[src/rtl/core_pkg.sv]
// Shared lane types: request payload, instruction IDs, VRF data word and VFU enumeration.
package core_pkg;

    localparam int unsigned NrLaneVFU = 2;
    localparam int unsigned InsnIDNum = 8;

    typedef logic [$clog2(InsnIDNum)-1:0] insn_id_t;
    typedef logic [63:0]                  vrf_data_t;

    typedef enum logic [1:0] {
        VFU_ALU,
        VFU_MFPU,
        VFU_SLDU,
        VFU_LD
    } vfu_e;

    typedef struct packed {
        insn_id_t    id;
        vfu_e        vfu;
        logic [15:0] op;
    } vfu_req_t;

endpackage

[src/rtl/lane_req_fifo.sv]
// Power-of-two depth request FIFO with valid/ready on both sides; storage is not reset.
module lane_req_fifo #(
    parameter type         T     = logic,
    parameter int unsigned Depth = 2
) (
    input  logic clk_i,
    input  logic rst_i,
    input  logic push_valid_i,
    output logic push_ready_o,
    input  T     push_data_i,
    output logic pop_valid_o,
    input  logic pop_ready_i,
    output T     pop_data_o,
    output logic full_o,
    output logic empty_o
);

    localparam int unsigned AW = $clog2(Depth);
    localparam logic [AW:0] DepthC = Depth[AW:0];

    T              mem_q [Depth];
    logic [AW-1:0] wr_q, rd_q;
    logic [AW:0]   cnt_q;
    logic          push, pop;

    assign full_o       = (cnt_q == DepthC);
    assign empty_o      = (cnt_q == '0);
    assign push_ready_o = !full_o;
    assign pop_valid_o  = !empty_o;
    assign pop_data_o   = mem_q[rd_q];

    assign push = push_valid_i && push_ready_o;
    assign pop  = pop_valid_o && pop_ready_i;

    // Pointers are exactly log2(Depth) bits wide, so increment wraps on its own.
    always_ff @(posedge clk_i or posedge rst_i) begin
        if (rst_i) begin
            wr_q  <= '0;
            rd_q  <= '0;
            cnt_q <= '0;
        end else begin
            if (push) wr_q <= wr_q + 1'b1;
            if (pop)  rd_q <= rd_q + 1'b1;
            cnt_q <= cnt_q + {{AW{1'b0}}, push} - {{AW{1'b0}}, pop};
        end
    end

    always_ff @(posedge clk_i) begin
        if (push) mem_q[wr_q] <= push_data_i;
    end

endmodule

[src/rtl/lane_vfu_hub.sv]
// Launcher-to-VFU request fan-out, round-robin completion merge and store-operand path.
// Store path is a 2-entry skid buffer when LANE_STORE_SKID_EN is defined, else a wire.
module lane_vfu_hub
    import core_pkg::*;
#(
    parameter  int unsigned NrVfu    = NrLaneVFU,
    parameter  int unsigned ReqDepth = 2,
    localparam int unsigned TgtW     = $clog2(NrVfu)
) (
    input  logic                     clk_i,
    input  logic                     rst_i,
    input  logic                     req_valid_i,
    output logic                     req_ready_o,
    input  vfu_req_t                 req_i,
    input  logic [TgtW-1:0]          target_vfu_i,
    output logic                     illegal_tgt_o,
    output logic [NrVfu-1:0]         vfu_req_valid_o,
    input  logic [NrVfu-1:0]         vfu_req_ready_i,
    output vfu_req_t [NrVfu-1:0]     vfu_req_o,
    input  logic [NrVfu-1:0]         vfu_done_i,
    input  insn_id_t [NrVfu-1:0]     vfu_done_id_i,
    output logic [NrVfu-1:0]         vfu_done_gnt_o,
    output logic                     done_valid_o,
    output insn_id_t                 done_id_o,
    output logic [TgtW-1:0]          done_vfu_o,
    input  logic                     done_ready_i,
    input  logic                     st_valid_i,
    output logic                     st_ready_o,
    input  vrf_data_t                st_op_i,
    output logic                     st_valid_o,
    input  logic                     st_ready_i,
    output vrf_data_t                st_op_o
);

    localparam int unsigned TgtSpan = 1 << TgtW;
    localparam logic [TgtW:0]   NrVfuW  = NrVfu[TgtW:0];
    localparam logic [TgtW-1:0] LastVfu = TgtW'(NrVfu - 1);

    typedef logic [TgtW:0] idxw_t;

    // ------------------------------------------------------------------
    // Request path
    // ------------------------------------------------------------------
    logic [NrVfu-1:0]   fifo_full, fifo_empty, fifo_push_ready, fifo_push_valid;
    logic [TgtSpan-1:0] full_ext, tgt_legal;
    vfu_req_t           fifo_head [NrVfu];
    logic               illegal_q;

    // Target codes past NrVfu look "never full" so the launcher is never stalled by them.
    for (genvar t = 0; t < TgtSpan; t++) begin : g_tgt
        if (t < NrVfu) begin : g_real
            assign full_ext[t]  = fifo_full[t];
            assign tgt_legal[t] = 1'b1;
        end else begin : g_pad
            assign full_ext[t]  = 1'b0;
            assign tgt_legal[t] = 1'b0;
        end
    end

    assign req_ready_o   = !full_ext[target_vfu_i];
    assign illegal_tgt_o = illegal_q;

    for (genvar i = 0; i < NrVfu; i++) begin : g_fifo
        assign fifo_push_valid[i] = req_valid_i && (target_vfu_i == TgtW'(i)) && fifo_push_ready[i];

        lane_req_fifo #(
            .T     (vfu_req_t),
            .Depth (ReqDepth)
        ) i_fifo (
            .clk_i        (clk_i),
            .rst_i        (rst_i),
            .push_valid_i (fifo_push_valid[i]),
            .push_ready_o (fifo_push_ready[i]),
            .push_data_i  (req_i),
            .pop_valid_o  (vfu_req_valid_o[i]),
            .pop_ready_i  (vfu_req_ready_i[i]),
            .pop_data_o   (fifo_head[i]),
            .full_o       (fifo_full[i]),
            .empty_o      (fifo_empty[i])
        );

        assign vfu_req_o[i] = fifo_empty[i] ? '0 : fifo_head[i];
    end

    // ------------------------------------------------------------------
    // Completion arbiter and output register
    // ------------------------------------------------------------------
    logic            done_valid_q;
    insn_id_t        done_id_q;
    logic [TgtW-1:0] done_vfu_q, rr_q, rr_d, done_win;
    logic            done_free, done_any;
    logic [NrVfu-1:0] done_gnt;
    idxw_t           idx_w;
    logic [TgtW-1:0] idx;

    assign done_free = !done_valid_q || done_ready_i;

    always_comb begin
        done_gnt = '0;
        done_win = '0;
        done_any = 1'b0;
        idx_w    = '0;
        idx      = '0;
        if (done_free) begin
            for (int k = 0; k < NrVfu; k++) begin
                idx_w = {1'b0, rr_q} + idxw_t'(k);
                if (idx_w >= NrVfuW) idx_w = idx_w - NrVfuW;
                idx = idx_w[TgtW-1:0];
                if (!done_any && vfu_done_i[idx]) begin
                    done_any      = 1'b1;
                    done_win      = idx;
                    done_gnt[idx] = 1'b1;
                end
            end
        end
        rr_d = (done_win == LastVfu) ? '0 : done_win + 1'b1;
    end

    assign vfu_done_gnt_o = done_gnt;
    assign done_valid_o   = done_valid_q;
    assign done_id_o      = done_id_q;
    assign done_vfu_o     = done_vfu_q;

    always_ff @(posedge clk_i or posedge rst_i) begin
        if (rst_i) begin
            done_valid_q <= 1'b0;
            done_id_q    <= '0;
            done_vfu_q   <= '0;
            rr_q         <= '0;
            illegal_q    <= 1'b0;
        end else begin
            illegal_q <= req_valid_i && !tgt_legal[target_vfu_i];
            if (done_free) begin
                done_valid_q <= done_any;
                if (done_any) begin
                    done_id_q  <= vfu_done_id_i[done_win];
                    done_vfu_q <= done_win;
                    rr_q       <= rr_d;
                end
            end
        end
    end

    // ------------------------------------------------------------------
    // Store-operand path
    // ------------------------------------------------------------------
`ifdef LANE_STORE_SKID_EN
    logic [1:0] st_cnt_q, st_cnt_d;
    logic       st_valid_q, st_ready_q, st_push, st_pop;
    vrf_data_t  st_head_q, st_tail_q;

    assign st_push    = st_valid_i && st_ready_q;
    assign st_pop     = st_valid_q && st_ready_i;
    assign st_cnt_d   = st_cnt_q + {1'b0, st_push} - {1'b0, st_pop};
    assign st_valid_o = st_valid_q;
    assign st_ready_o = st_ready_q;
    assign st_op_o    = st_head_q;

    // Both handshake flags come from the next occupancy, so neither output sees st_ready_i combinationally.
    always_ff @(posedge clk_i or posedge rst_i) begin
        if (rst_i) begin
            st_cnt_q   <= '0;
            st_valid_q <= 1'b0;
            st_ready_q <= 1'b1;
        end else begin
            st_cnt_q   <= st_cnt_d;
            st_valid_q <= (st_cnt_d != 2'd0);
            st_ready_q <= (st_cnt_d != 2'd2);
        end
    end

    always_ff @(posedge clk_i) begin
        if (st_pop) begin
            if (st_cnt_q == 2'd2) st_head_q <= st_tail_q;
            else if (st_push)     st_head_q <= st_op_i;
        end else if (st_push) begin
            if (st_cnt_q == 2'd0) st_head_q <= st_op_i;
            else                  st_tail_q <= st_op_i;
        end
    end
`else
    assign st_valid_o = st_valid_i;
    assign st_op_o    = st_op_i;
    assign st_ready_o = st_ready_i;
`endif

endmodule
[config.mk]
export PLATFORM = sky130hd
export DESIGN_NAME = lane_vfu_hub
export DESIGN_NICKNAME = d
export VERILOG_FILES = /design/src/rtl/core_pkg.sv /design/src/rtl/lane_req_fifo.sv /design/src/rtl/lane_vfu_hub.sv
export SDC_FILE = /design/constraint.sdc
export NUM_CORES = 1
export LEC_CHECK = 0
export CORE_ASPECT_RATIO = 0.9
export CORE_MARGIN = 4
export CORE_UTILIZATION = 43
export CTS_CLUSTER_DIAMETER = 40
export DETAILED_ROUTE_END_ITERATION = 8
export PLACE_DENSITY = 0.95
export SLEW_MARGIN = 10
export SYNTH_ARGS = -nofsm -noshare
export SYNTH_HDL_FRONTEND = slang
export SYNTH_SLANG_ARGS = --single-unit
[constraint.sdc]
create_clock -name clk_i -period 3.25 [get_ports clk_i]
set_input_delay 0.975 -clock clk_i [delete_from_list [all_inputs] [get_ports clk_i]]
set_output_delay 0.975 -clock clk_i [all_outputs]
set_load 0.01 [all_outputs]
---- Word level (Yosys, flattened, before mapping) ----
Memories as Yosys holds them, arrays and structs flattened.
Index checks and enable logic that the tools add are counted.
Widths: inputs -> output; s select.
storage, ports and cells
  register bits ........................... 15
  RAM bits ................................ 84
  memories ................................ 2
  word-level logic and storage cells ...... 96
  output and inout bits ................... 119
  input bits .............................. 102
memory list
  memory                  words  width  read ports  clocked after memory_dff  write ports  line                 source
  g_fifo[0].i_fifo.mem_q  2      21     1           0                         1            lane_req_fifo.sv:21  T mem_q [Depth];
  g_fifo[1].i_fifo.mem_q  2      21     1           0                         1            lane_req_fifo.sv:21
cells by class
  muxes and demuxes ....................... 35
  equality and inequality tests ........... 2
  bitwise logic cells ..................... 2
  $add $sub $neg .......................... 12
  $lt $le $gt $ge ......................... 8
  reduce and logical (&&, ||, !) cells .... 24
operators with widths
  operator             number
  $mux 21              2
  $mux 1               25
  $logic_and 1x1->1    12
  $logic_not 1->1      8
  $lt 1x2->1 const B   4
  $mux 2               4
  $mux 3               2
  $add 1x1->1 const B  5
  $add 2x1->2          2
  $eq 2x2->1 const B   2
  $logic_not 2->1      2
  $sub 2x1->2          2
  $add 1x1->2 const B  1
  $demux 1 s1          2
  $ge 1x1->1 const B   2
  $ge 1x2->1 const B   1
  $ge 2x2->1 const B   1
  $or 2x2->2           1
  $reduce_and 2->1     1
  $sub 1x1->1 const B  2
  $logic_or 1x1->1     1
  $not 1->1            1

---- Longest topological paths before layout ----
Gate-level depths: netlist of the first run.
  word-level depth ........................ 13
  mapped depth ............................ 7
  depth with buffers taken out ............ 7

---- Hierarchy ----
A second synthesis of the first run with hierarchy kept.
second synthesis, totals
  cells, all modules ...................... 313
  area, all modules ....................... 4,553.1 um2
modules (own cells, without submodules)
  module         area an instance (um2)  seq. area each (um2)  instances  cells each
  lane_req_fifo  1,725.4                 1,361.3               2          85
  lane_vfu_hub   1,102.3                 150.1                 1          143

---- Worst setup path before layout of the first run ----
No wires, ideal clock.
  path kind ............................... input-to-reg
  from .................................... input req_valid_i
  to ...................................... memory g_fifo[1].i_fifo.mem_q[0][0] in the netlist's numbering, enable pin
  cell stages on the path ................. 3
  path buffers ............................ 0
  required time ........................... 2,849 ps
  setup time .............................. 401 ps
  path slack .............................. 577 ps
  arrival ................................. 2,272 ps
  path through ............................ nand2_1 a21oi_1 nor2b_1
between the ends
  word-level cells in the longest chain between the ends .. 5
ends and longest elaborated chain
  what                            line                 source
  start, declared                 lane_vfu_hub.sv:12   input logic req_valid_i,
  $logic_and 1x1->1 (2 in a row)  lane_vfu_hub.sv:64   assign fifo_push_valid[i] = req_valid_i && (target_vfu_i == TgtW'(i)) && fifo_push_ready[i];
  $logic_and 1x1->1               lane_req_fifo.sv:32  assign push = push_valid_i && push_ready_o;
  net g_fifo[1].i_fifo.push       lane_req_fifo.sv:24  logic push, pop;
  $mux 1                          lane_req_fifo.sv:49  if (push) mem_q[wr_q] <= push_data_i;
  $mux 1 (implied by the code)    lane_req_fifo.sv:49
  end, declared                   lane_req_fifo.sv:21
The timed path passes the listed nets, and every way through them passes these cells.

---- Worst setup path in the final report of the first run ----
  from .................................... input vfu_done_i[0]
  to ...................................... output vfu_done_gnt_o[1]
between the ends
  word-level cells in the longest chain between the ends .. 8
  elaborated cells on any way between the ends .. 13
  classes of those cells .................. mux: 10; bitwise: 1; reduce/logical: 2
ends and longest elaborated chain
  what                                       line                 source
  start, declared                            lane_vfu_hub.sv:20   input logic [NrVfu-1:0] vfu_done_i,
  $mux 1 (implied by the code) (2 in a row)  lane_vfu_hub.sv:109  if (!done_any && vfu_done_i[idx]) begin
  $mux 1                                     lane_vfu_hub.sv:109
  $mux 1                                     lane_vfu_hub.sv:104  if (done_free) begin
  $logic_not 1->1                            lane_vfu_hub.sv:109
  $logic_and 1x1->1                          lane_vfu_hub.sv:109
  $mux 2 *                                   lane_vfu_hub.sv:109
  $mux 2 *                                   lane_vfu_hub.sv:104
  end, declared                              lane_vfu_hub.sv:22   output logic [NrVfu-1:0] vfu_done_gnt_o,
Mark *: on every way between the ends. The rest lies on a longest branch, timed or not. The select of a mux whose other input is x is not followed.

==> metrics, run 1 <==
status completed; via count around 2.4k; CTS max path bufs 2; CTS sink count 98; Slew Viols, Final 0; crit-path max cell delay 0.47 ns; Fmax achieved roughly 0.33 GHz; fin nets 451; IO Pins ~220; area growth from synthesis to layout 19.9%; RePlAce Congestion just under 0.8; worst IR drop on VDD a little under 0.5 mV; die height roughly 100 um; filler instances roughly 760; Post CTS Setup Buffer Count 0; detailed-route vias per instance 5.14; total grt overflow 0; Worst Setup End Kind primary output; H-tree Lvls 3; CTS Hold Buffers Added 0; number of gates resized after cts 4; design area between 5000 and 6000 sq um; Pleak between 2 and 2.5 nW; CP Launch Type input port; dpl hpwl 8520 um; synthesized cell area 4390 sq um; CP arrival 2.09 ns; slew of the pin with the lowest slew margin ~0.6 ns; Worst Slack Setup Final 0.184 ns; Power Density between 800 and 900 nW/um^2; Slew headroom 0.593; gr usage total 0.188; Final Hold Vio Count 0; crit-path max FO 3; Finished Layout Cells about 480; Inst Count DP 460; Worst Path Buf+Inv 3; Initial Util 0.447; Clock transition at path regs roughly 0.070 ns; Top Family by Delay on Critical Path buffers and inverters; Layout Skew 0.00977 ns; clock root cell clkbuf_16; antenna violations before repair 0; die area approximately 12000 sq um; Post-Synthesis Cells 313; post-synth net total 419; Chip Width between 100 and 150 um; Data required, critical path between 2 and 2.5 ns; Yosys warnings 0; DRC 0; Post-Route Setup TNS 0 ns; Clock Latency Late Sink approximately 0.34 ns; CP Cell Sequence clkdlybuf4s50_1, buf_4, nand2b_1, and3_4, dlygate4sd2_1; first-pass GRT wire length roughly 17000 um; CTS buffer count 9; max_cap viols 0; Initial DRT Pass Iterations 4; unrepaired setup endpoints after global routing false; layout cell share with drive strength beyond 1 0.109; post-synthesis sequential area ratio 0.654; fin crit share 0.943; post-route ant nets 0; per-cell routed wire length ~24 um; final WL ~11000 um; crit path kind input port to primary output; Placed Area about 5000 sq um; PortBufs 87; CTS tree built; # setup viols final 0; Cell variety after synth 26; drt initial violations about 110; pin count of the biggest net entering global routing 24; post-route core utilization 0.536; vias in the first global route between 2k and 3k; n_diodes 0; core area between 9000 and 10000 sq um; Synth Register Bits slightly below 100; row count 34; Slowest-stage cell, CP clkdlybuf4s50_1; Mapped Avg Cell Area approximately 14 sq um; Worst Hold Class register to register; Place WS -0.200 ns; Tmin final 3.07 ns
final cells by class:
class	count	area [sq um]	area share
inverter	8	30.0	0.00570
multi-input combinational	127	920	0.175
timing repair buffer	101	988	0.188
sequential	98	2870	0.545
clock buffer	9	225	0.0427
clock inverter	7	75.1	0.0142
tap	126	158	0.0299
where the power goes:
group	total [mW]	leakage [nW]	switching (mW)	internal [mW]
Sequential	1.68	0.932	0.100	1.58
Clock	1.06	0.140	0.463	0.601
Combinational	1.81	0.958	0.890	0.916
synthesized netlist by cell type:
master	n	share of area
nand3b_1	1	0.0017
nand2b_4	1	0.0031
nand2_1	2	0.0017
edfxtp_1	84	0.57
a21o_2	2	0.0040
xor2_1	3	0.0060
conb_1	1	0.00085
nor2_1	47	0.040
a21boi_0	1	0.0017
buf_6	1	0.0026
dfrtp_1	14	0.080
and2_1	3	0.0043
a21oi_1	1	0.0011
ha_1	4	0.011
and3_4	1	0.0026
nor2b_1	3	0.0043
mux2i_1	42	0.096
and3_1	3	0.0043
nand2b_1	2	0.0028
xnor2_1	5	0.010
o21ai_0	1	0.0011
buf_4	73	0.12
inv_1	8	0.0068
a221o_1	3	0.0068
a31oi_1	1	0.0014
buf_2	6	0.0068
metrics by stage:
| step | hold WS, ns | power, mW |
|---|---|---|
| after floorplan | 0.455 | 2.68 |
| after global placement | 0.476 | 3.46 |
| after detailed placement | 0.496 | 3.53 |
| after CTS | 0.511 | 4.61 |
| after global routing | 0.523 | 4.77 |
| final | 0.508 | 4.55 |
registers in the layout, summed over array words and instances (netlist names):
signal               cells
g_fifo.i_fifo.wr_q       2
g_fifo.i_fifo.cnt_q      4
g_fifo.i_fifo.rd_q       2
done_id_o                3
g_fifo.i_fifo.mem_q     84
rr_q                     1
done_valid_o             1
done_vfu_o               1
placed cells by master, fill, tap and decap left out, types with 2 or more instances in the layout:
cell	synthesis	layout
edfxtp_1	84	84
clkdlybuf4s50_1	0	84
nor2_1	47	44
mux2i_1	42	42
dfrtp_1	14	14
buf_4	73	13
clkbuf_16	0	9
inv_1	8	8
xnor2_1	5	5
ha_1	4	4
and3_1	3	3
a221o_1	3	3
xor2_1	3	3
and2_1	3	3
nand2b_1	2	2
nand2_1	2	2
nor2_2	0	2
nor2b_1	3	2
a21o_2	2	2
inv_6	0	2
clkinvlp_4	0	2
dlygate4sd2_1	0	2
worst paths after layout:
| check | startpoint | end | slack, ns | cells after the start |
|---|---|---|---|---|
| setup / recovery | vfu_done_i[0] | vfu_done_gnt_o[1] | 0.18 | 5 |
| hold / removal | done_vfu_o | done_vfu_o | 0.51 | 1 |
| setup reg to reg | g_fifo[1].i_fifo.cnt_q[1] | g_fifo[1].i_fifo.cnt_q[1] | 1.39 | 8 |
| hold reg to reg | done_vfu_o | done_vfu_o | 0.51 | 1 |
| max in group asynchronous | rst_i | g_fifo[0].i_fifo.cnt_q[0] | 1.86 | 2 |
| min in group asynchronous | rst_i | done_id_o[2] | 1.00 | 2 |
cell families (layout without fill, tap and decap cells):
logic type	count (synthesis)	in the layout	share of synthesized area
compound gates	9	9	0.0162
xor+xnor	8	8	0.0160
fa+ha+maj	4	4	0.0114
buf+inv	88	125	0.141
flops	98	98	0.654
mux	42	42	0.0957
other cells	1	1	0.000854
simple gates	63	63	0.0649
per-layer routing:
metal,vias up,track usage,routed length [um]
li1,1074,-,-
met1,1179,0.189,3560
met2,173,0.335,6100
met3,23,0.0971,1450
met4,0,0.0560,212
met5,-,0,0
Power figures use the tool's default switching activity.
==> run 2, diff against run 1 <==
--- a/config.mk
+++ b/config.mk
@@ -5,13 +5,17 @@
 export SDC_FILE = /design/constraint.sdc
 export NUM_CORES = 1
 export LEC_CHECK = 0
+export CELL_PAD_IN_SITES_DETAIL_PLACEMENT = 1
+export CELL_PAD_IN_SITES_GLOBAL_PLACEMENT = 2
 export CORE_ASPECT_RATIO = 0.9
 export CORE_MARGIN = 4
-export CORE_UTILIZATION = 43
+export CORE_UTILIZATION = 27
 export CTS_CLUSTER_DIAMETER = 40
 export DETAILED_ROUTE_END_ITERATION = 8
 export PLACE_DENSITY = 0.95
+export SKIP_CTS_REPAIR_TIMING = 1
 export SLEW_MARGIN = 10
 export SYNTH_ARGS = -nofsm -noshare
 export SYNTH_HDL_FRONTEND = slang
 export SYNTH_SLANG_ARGS = --single-unit
+export TNS_END_PERCENT = 30
==> metrics, run 2 (synthesis gave the netlist of run 1 again) <==
fin crit share 0.944; Power Density roughly 840 nW/um^2; detailed-route vias per instance 4.41; Placed Area approximately 5100 sq um; dpl hpwl just under 8000 um; H-tree Lvls 3; per-cell routed wire length ~19 um; Tmin final roughly 3.1 ns; unrepaired setup endpoints after global routing false; DRC 0; status completed; RePlAce Congestion ~0.71; Total Power approximately 4.5 mW; area growth from synthesis to layout 22.7%; Worst Hold Class register to register; Slew Viols, Final 0; die height 129 um; Worst Setup End Kind primary output; post-route core utilization 0.344; CP Launch Type register; fin nets between 400 and 500; max_cap viols 0; Hold Crit Start g_fifo[1].i_fifo.rd_q; PortBufs 87; first-pass GRT wire length ~16000 um; Initial DRT Pass Iterations 4; crit-path max cell delay around 0.74 ns; Top Family by Delay on Critical Path flip-flops; Slowest-stage cell, CP dfrtp_1; final WL approximately 10000 um; clock root cell clkbuf_16; CP arrival between 2 and 2.5 ns; Critical Path Source g_fifo[0].i_fifo.rd_q; largest register by flop count g_fifo.i_fifo.mem_q; Clock transition at path regs approximately 0.070 ns; n_diodes 0; vias in the first global route 2750; Chip Width about 140 um; max reg flops between 80 and 90; via count between 2k and 2.5k; CTS buffer count 9; die area ~18000 sq um; CTS sink count between 90 and 100; slew of the pin with the lowest slew margin roughly 0.62 ns; Data required, critical path between 2 and 2.5 ns; Worst Slack Setup Final around 0.18 ns; Final Hold Vio Count 0; IO Pins 221; Pleak ~2.1 nW; # setup viols final 0; commonest cells after routing, fill and taps aside edfxtp_1 (84), clkdlybuf4s50_1 (84), nor2_1 (44); worst IR drop on VDD ~0.36 mV; Place WS -0.191 ns; gr usage total 0.112; total grt overflow 0; pin count of the biggest net entering global routing 22; RR Startpoint g_fifo[0].i_fifo.cnt_q[1]; CTS tree built; crit-path max FO 13; Fmax achieved approximately 0.33 GHz; CTS max path bufs 2; layout cell share with drive strength beyond 1 0.111; Worst Path Buf+Inv 2; Clock Latency Late Sink about 0.34 ns; drt initial violations 55; row count 43; Initial Util 0.281; CP Cell Sequence buf_12, mux2i_1, nor2_1, clkdlybuf4s50_1; Post-Route Setup TNS 0 ns; design area about 5400 sq um; Layout Skew between 0.008 and 0.009 ns; core area about 16000 sq um; post-route ant nets 0; crit path kind register to primary output; antenna violations before repair 0; Slew headroom 0.584
[run 2: cell types whose count changed in the layout (fill, tap and decap cells not counted)]
cell,before,now
buf_12,1,2
buf_4,13,14
clkbuf_1,0,1
dlygate4sd2_1,2,0
dlymetal6s2s_1,1,3
inv_6,2,1
nor2_2,2,3
nor2_4,1,0
[run 2: worst register-to-register path, stage by stage, from the launching register on]
cell and delay, ns:
dfrtp_1 0.41, nor2_2 0.47, buf_12 0.23, nor2b_1 0.08
ha_1 0.28, inv_1 0.04, ha_1 0.20, xnor2_1 0.17
xnor2_1 0.14
[run 2: area by class of cell]
cell class	instances	area (sq um)
clock inverters	6	66.3
flip-flops and latches	98	2870
clock buffers	10	229
inverters	8	30.0
repair buffers	103	1020
fillers	1635	10300
multi-input cells	127	915
well taps	202	253
[run 2: through the flow]
step	hold slack (ns)	std cells
6_report	0.470	554
5_1_grt	0.491	554
4_1_cts	0.475	554
3_3_place_gp	0.456	538
2_1_floorplan	0.455	313
3_5_place_dp	0.463	538
[run 2: path summary, 6_finish.rpt]
path / endpoint / slack [ns] / depth (start not counted)
max: vfu_req_o[17] / 0.18 / 4
min: g_fifo[1].i_fifo.rd_q / 0.47 / 1
max reg2reg: g_fifo[0].i_fifo.cnt_q[1] / 1.15 / 8
min reg2reg: g_fifo[1].i_fifo.rd_q / 0.47 / 1
max in group asynchronous: g_fifo[0].i_fifo.cnt_q[0] / 1.88 / 2
min in group asynchronous: g_fifo[1].i_fifo.cnt_q[0] / 0.99 / 2
[run 2: metal layers]
metal  global-route usage  vias to the layer above  share of wire
li1                     -                     1086              -
met4               0.0615                        0          0.033
met3               0.0314                       55          0.069
met5                    0                        -              0
met2                0.198                       90           0.53
met1                0.121                     1211           0.37
[run 2: power breakdown]
| group | internal, mW | total, mW | switching, mW |
|---|---|---|---|
| clock | 0.598 | 1.05 | 0.448 |
| sequential | 1.58 | 1.70 | 0.115 |
| combinational | 0.937 | 1.80 | 0.861 |
